--- src/rtl/data_mem_arbiter.sv ---
// data_mem_arbiter: round-robin, burst-limited sharing of one data memory port between CPU and external requester
module data_mem_arbiter #(
  parameter int ADDR_W    = 16,
  parameter int DATA_W    = 16,
  parameter int MAX_BURST = 4
) (
  input  logic              clock,
  input  logic              reset,
  input  logic              cpu_req,
  input  logic              cpu_we,
  input  logic [ADDR_W-1:0] cpu_addr,
  input  logic [DATA_W-1:0] cpu_wdata,
  output logic              cpu_gnt,
  output logic              cpu_stall,
  output logic [DATA_W-1:0] cpu_rdata,
  output logic              cpu_rvalid,
  input  logic              ext_req,
  input  logic              ext_we,
  input  logic [ADDR_W-1:0] ext_addr,
  input  logic [DATA_W-1:0] ext_wdata,
  output logic              ext_gnt,
  output logic [DATA_W-1:0] ext_rdata,
  output logic              ext_rvalid,
  output logic [ADDR_W-1:0] mem_addr,
  output logic [DATA_W-1:0] mem_wdata,
  output logic              mem_we,
  input  logic [DATA_W-1:0] mem_rdata
);
  localparam int CW = $clog2(MAX_BURST + 1);
  localparam logic [CW-1:0] MAXB = CW'(MAX_BURST);
  typedef enum logic [1:0] {IDLE, OWN_CPU, OWN_EXT} state_t;
  state_t state_q, state_d;
  logic last_ext_q, last_ext_d;
  logic [CW-1:0] burst_q, burst_d;
  logic [DATA_W-1:0] cpu_rdata_q, cpu_rdata_d, ext_rdata_q, ext_rdata_d;
  logic cpu_rvalid_q, cpu_rvalid_d, ext_rvalid_q, ext_rvalid_d;
  logic cpu_win, repeat_gnt, other_req, any_gnt;
  // owner, round-robin pointer, burst counter and read-return registers
  always_ff @(posedge clock or negedge reset) begin
    if (!reset) begin
      state_q      <= IDLE;
      last_ext_q   <= 1'b1;
      burst_q      <= '0;
      cpu_rdata_q  <= '0;
      ext_rdata_q  <= '0;
      cpu_rvalid_q <= 1'b0;
      ext_rvalid_q <= 1'b0;
    end else begin
      state_q      <= state_d;
      last_ext_q   <= last_ext_d;
      burst_q      <= burst_d;
      cpu_rdata_q  <= cpu_rdata_d;
      ext_rdata_q  <= ext_rdata_d;
      cpu_rvalid_q <= cpu_rvalid_d;
      ext_rvalid_q <= ext_rvalid_d;
    end
  end
  // grant decision, next state, memory mux and read capture; grants are held off while reset is low
  always_comb begin
    cpu_win      = (state_q == IDLE) ? last_ext_q :
                   (state_q == OWN_CPU) ? (burst_q < MAXB) : (burst_q == MAXB);
    cpu_gnt      = reset & cpu_req & (~ext_req | cpu_win);
    ext_gnt      = reset & ext_req & ~cpu_gnt;
    any_gnt      = cpu_gnt | ext_gnt;
    cpu_stall    = reset & cpu_req & ~cpu_gnt;
    state_d      = cpu_gnt ? OWN_CPU : ext_gnt ? OWN_EXT : IDLE;
    last_ext_d   = any_gnt ? ext_gnt : last_ext_q;
    repeat_gnt   = (cpu_gnt & (state_q == OWN_CPU)) | (ext_gnt & (state_q == OWN_EXT));
    other_req    = cpu_gnt ? ext_req : cpu_req;
    burst_d      = !any_gnt ? burst_q :
                   !repeat_gnt ? CW'(1) :
                   (other_req && burst_q != MAXB) ? burst_q + CW'(1) : burst_q;
    mem_addr     = cpu_gnt ? cpu_addr : ext_gnt ? ext_addr : '0;
    mem_wdata    = cpu_gnt ? cpu_wdata : ext_gnt ? ext_wdata : '0;
    mem_we       = (cpu_gnt & cpu_we) | (ext_gnt & ext_we);
    cpu_rvalid_d = cpu_gnt & ~cpu_we;
    ext_rvalid_d = ext_gnt & ~ext_we;
    cpu_rdata_d  = cpu_rvalid_d ? mem_rdata : cpu_rdata_q;
    ext_rdata_d  = ext_rvalid_d ? mem_rdata : ext_rdata_q;
  end
  assign cpu_rdata  = cpu_rdata_q;
  assign ext_rdata  = ext_rdata_q;
  assign cpu_rvalid = cpu_rvalid_q;
  assign ext_rvalid = ext_rvalid_q;
endmodule

--- config.mk ---
export PLATFORM = sky130hd
export DESIGN_NAME = data_mem_arbiter
export DESIGN_NICKNAME = d
export VERILOG_FILES = /design/src/rtl/data_mem_arbiter.sv
export SDC_FILE = /design/constraint.sdc
export NUM_CORES = 1
export LEC_CHECK = 0
export ABC_CLOCK_PERIOD_IN_PS = 1900
export BUFFER_PORTS_ARGS = -buffer_cell sky130_fd_sc_hd__buf_2
export CAP_MARGIN = 20
export CORE_UTILIZATION = 38
export CTS_BUF_LIST = sky130_fd_sc_hd__clkbuf_4
export CTS_CLUSTER_DIAMETER = 60
export CTS_CLUSTER_SIZE = 30
export DETAILED_ROUTE_END_ITERATION = 8
export PLACE_DENSITY_LB_ADDON = 0.2
export SKIP_LAST_GASP = 1
export SLEW_MARGIN = 15
export SYNTH_ARGS = -nofsm -noshare
export SYNTH_HDL_FRONTEND = slang
export SYNTH_SLANG_ARGS = --single-unit
--- constraint.sdc ---
create_clock -name clock -period 1.9 [get_ports clock]
set_input_delay 0.38 -clock clock [delete_from_list [all_inputs] [get_ports clock]]
set_output_delay 0.38 -clock clock [all_outputs]
set_load 0.005 [all_outputs]
==> flow_summary.json <==
{
  "clkSinkCount": 40,
  "drv_slew": 0,
  "syn_area_um2": 2110,
  "final_common_cell": "buf_2",
  "crit_path_start_kind": "flop",
  "ys_seq_area_share_pct": 47.6,
  "ys_types": 28,
  "antenna_found_initial": 0,
  "multi_input_area_um2": 1200,
  "synth_warnings": 0,
  "clockBufferDepth": 2,
  "finalNonFillerCells": 483,
  "cellPowerDensity_nw_per_um2": 675,
  "vias": 2318,
  "path_max_fanout": 7,
  "synth_top_area_share_pct": 46.3,
  "slew_headroom_pct": 66.4,
  "grt_max_degree": 41,
  "hold_buffers": 0,
  "area_growth_pct": 73.8,
  "start_util_pct": 40.2,
  "yosys.area.top_type": "dfrtp_1",
  "cts_tree": "yes",
  "synth_area_leaders": "dfrtp_1 46%, mux2_2 18%, nand2_1 12%",
  "firstDrtPassIters": 4,
  "fill_cells": 419,
  "clk_pin_slew_ns": 0.13,
  "io_buffers": 155,
  "path_class": "flop to primary output",
  "drtAntennaViolNets": 0,
  "fmax_mhz": 428,
  "syn_avg_cell_area_um2": 9.32,
  "root_buffer": "clkbuf_4",
  "ys_ff_latch": 40,
  "die_x_um": 76.5,
  "dp_hpwl_um": 4480,
  "status": "complete, but fails checks",
  "synth_fp_nets": 314,
  "rows": 26,
  "cap_violations": 0,
  "synthFlopType": "dfrtp_1",
  "die_h_um": 76.5,
  "critPathArrivalTime_ns": 1.96,
  "peakVddDrop_mv": 0.497,
  "pin_count": 156,
  "dieArea_um2": 5850,
  "fin_skew_ns": 0.0175,
  "nNetsFinal": 500,
  "wl_per_cell_um": 13.7,
  "h-tree-depth": 2,
  "timing.final.crit_share_pct": 123,
  "drt_iter0_markers": 59,
  "hold_class": "input port to async pin",
  "setup_ws_ns": -0.439,
  "drive_above_1_share_pct": 63.0,
  "final_cell_mix": "155 x buf_2, 61 x nand2_1, 38 x dfrtp_1",
  "dp.cells": 456,
  "grtUsageTotal_pct": 22.1,
  "synth_edf_count": 0,
  "drt-vias-per-instance": 4.80,
  "rsz0062_at_grt": "yes",
  "worstPathRequired_ns": 1.52,
  "overflow": 0,
  "clock_latency_ns": 0.34,
  "worst_slew_pin_slew_ns": 0.503,
  "core-area_um2": 5240,
  "place_worst_setup_slack_ns": -0.0549,
  "grt_pass1_vias": 2271,
  "violations": "setup timing",
  "ff_latch_area_um2": 1000,
  "remaining_drc_errors": 0,
  "period_needed_ns": 2.34,
  "setup_viol": 66,
  "finalHoldViolCount": 0,
  "p_leak_nw": 1.89,
  "async_flop_share_pct": 100,
  "place_congestion": 0.872,
  "antenna_cells": 0,
  "syn_inst": 226,
  "cts_buffers": 5,
  "end_kind": "primary output",
  "routed_wl_um": 6640,
  "grt_pass1_wl_um": 10500
}
==> kinds of logic after synthesis <==
kind of cell / count (synthesis) / share of synthesized area [%]
muxes: 35 / 18.6
adders and majority gates: 2 / 1.19
and+or+nand+nor: 85 / 16.8
buffers and inverters: 19 / 4.04
DFF: 40 / 47.6
AOI/OAI and AO/OA: 45 / 11.8
==> critical path: stages, from the launching register on <==
cell and delay (ns):
dfrtp_1 0.41, inv_2 0.08, ha_4 0.14, nand2_4 0.05
a31oi_4 0.21, o21ai_4 0.09, inv_4 0.09, buf_6 0.13
clkbuf_16 0.14, nand2_1 0.06, o21ai_0 0.07, buf_2 0.14
==> area by class of cell <==
cell class | instances | area share (%)
repair buffers | 192 | 35.1
flip-flops and latches | 40 | 27.4
well taps | 70 | 2.39
clock buffers | 5 | 1.02
clock inverters | 3 | 0.478
inverters | 6 | 0.683
multi-input cells | 167 | 32.9
==> registers in the layout (all words and copies together) (netlist names) <==
name,count
cpu_rvalid,1
burst_q,3
last_ext_q,1
ext_rvalid,1
ext_rdata,16
state_q,2
cpu_rdata,16
==> where the power goes <==
part / switching, W / leakage, nW / internal [W] / total [W]
registers: 0.0000916 / 0.479 / 0.00103 / 0.00112
clock network: 0.000280 / 0.0330 / 0.000143 / 0.000423
logic: 0.000364 / 1.38 / 0.000568 / 0.000931
total: 0.000735 / 1.89 / 0.00174 / 0.00247
==> metal layers <==
layer / wire length, µm / vias up / GRT usage (%)
li1: - / 1137 / -
met1: 2730 / 1078 / 26.5
met2: 3430 / 91 / 39.3
met3: 382 / 12 / 5.15
met4: 97 / 0 / 6.35
met5: 0 / - / 0
==> worst paths after layout <==
path / cells past startpoint / slack, ns / start / to
hold reg to reg: 2 / 0.50 / last_ext_q / last_ext_q
min in group clock: 2 / 0.28 / mem_rdata[0] / cpu_rdata[0]
setup / recovery: 11 / -0.44 / burst_q[1] / mem_addr[7]
setup reg to reg: 11 / -0.17 / burst_q[1] / cpu_rdata[4]
hold / removal: 3 / 0.19 / reset / burst_q[2]
max in group asynchronous: 3 / 1.31 / reset / last_ext_q
==> through the flow <==
| stage | total power (W) | utilization [%] | TNS (ns) | hold WS [ns] | cell area [µm²] |
|---|---|---|---|---|---|
| floorplan | 0.00144 | - | -0.134 | 0.0844 | 2130 |
| global placement | 0.00184 | 59.4 | -0.417 | 0.465 | 3110 |
| detailed placement | 0.00186 | 59.4 | -1.31 | 0.464 | 3110 |
| CTS | 0.00243 | 66.5 | -14.36 | 0.209 | 3480 |
| global route | 0.00263 | 69.9 | -24.72 | 0.239 | 3660 |
| finish | 0.00247 | 69.9 | -16.78 | 0.194 | 3660 |
==> cells in the mapped netlist, types with 2 or more instances <==
cell      instances
dfrtp_1          39
nand2b_1          4
nor2_1            5
inv_1             5
ha_1              2
mux2_2           33
mux2i_1           2
o21ai_0          33
clkbuf_1          9
a21oi_1           5
and2_1            2
nand2_1          70
buf_2             2
==> repair_timing <==
action | CTS | global route
endpoints found under the hold margin | 0 | 0
buffers inserted | 12 | 4
pin swaps | 3 | 9
gates cloned | 4 | 3
resized for setup | 37 | 43
setup endpoints to repair | 54 | 70
Power figures use the tool's default switching activity.
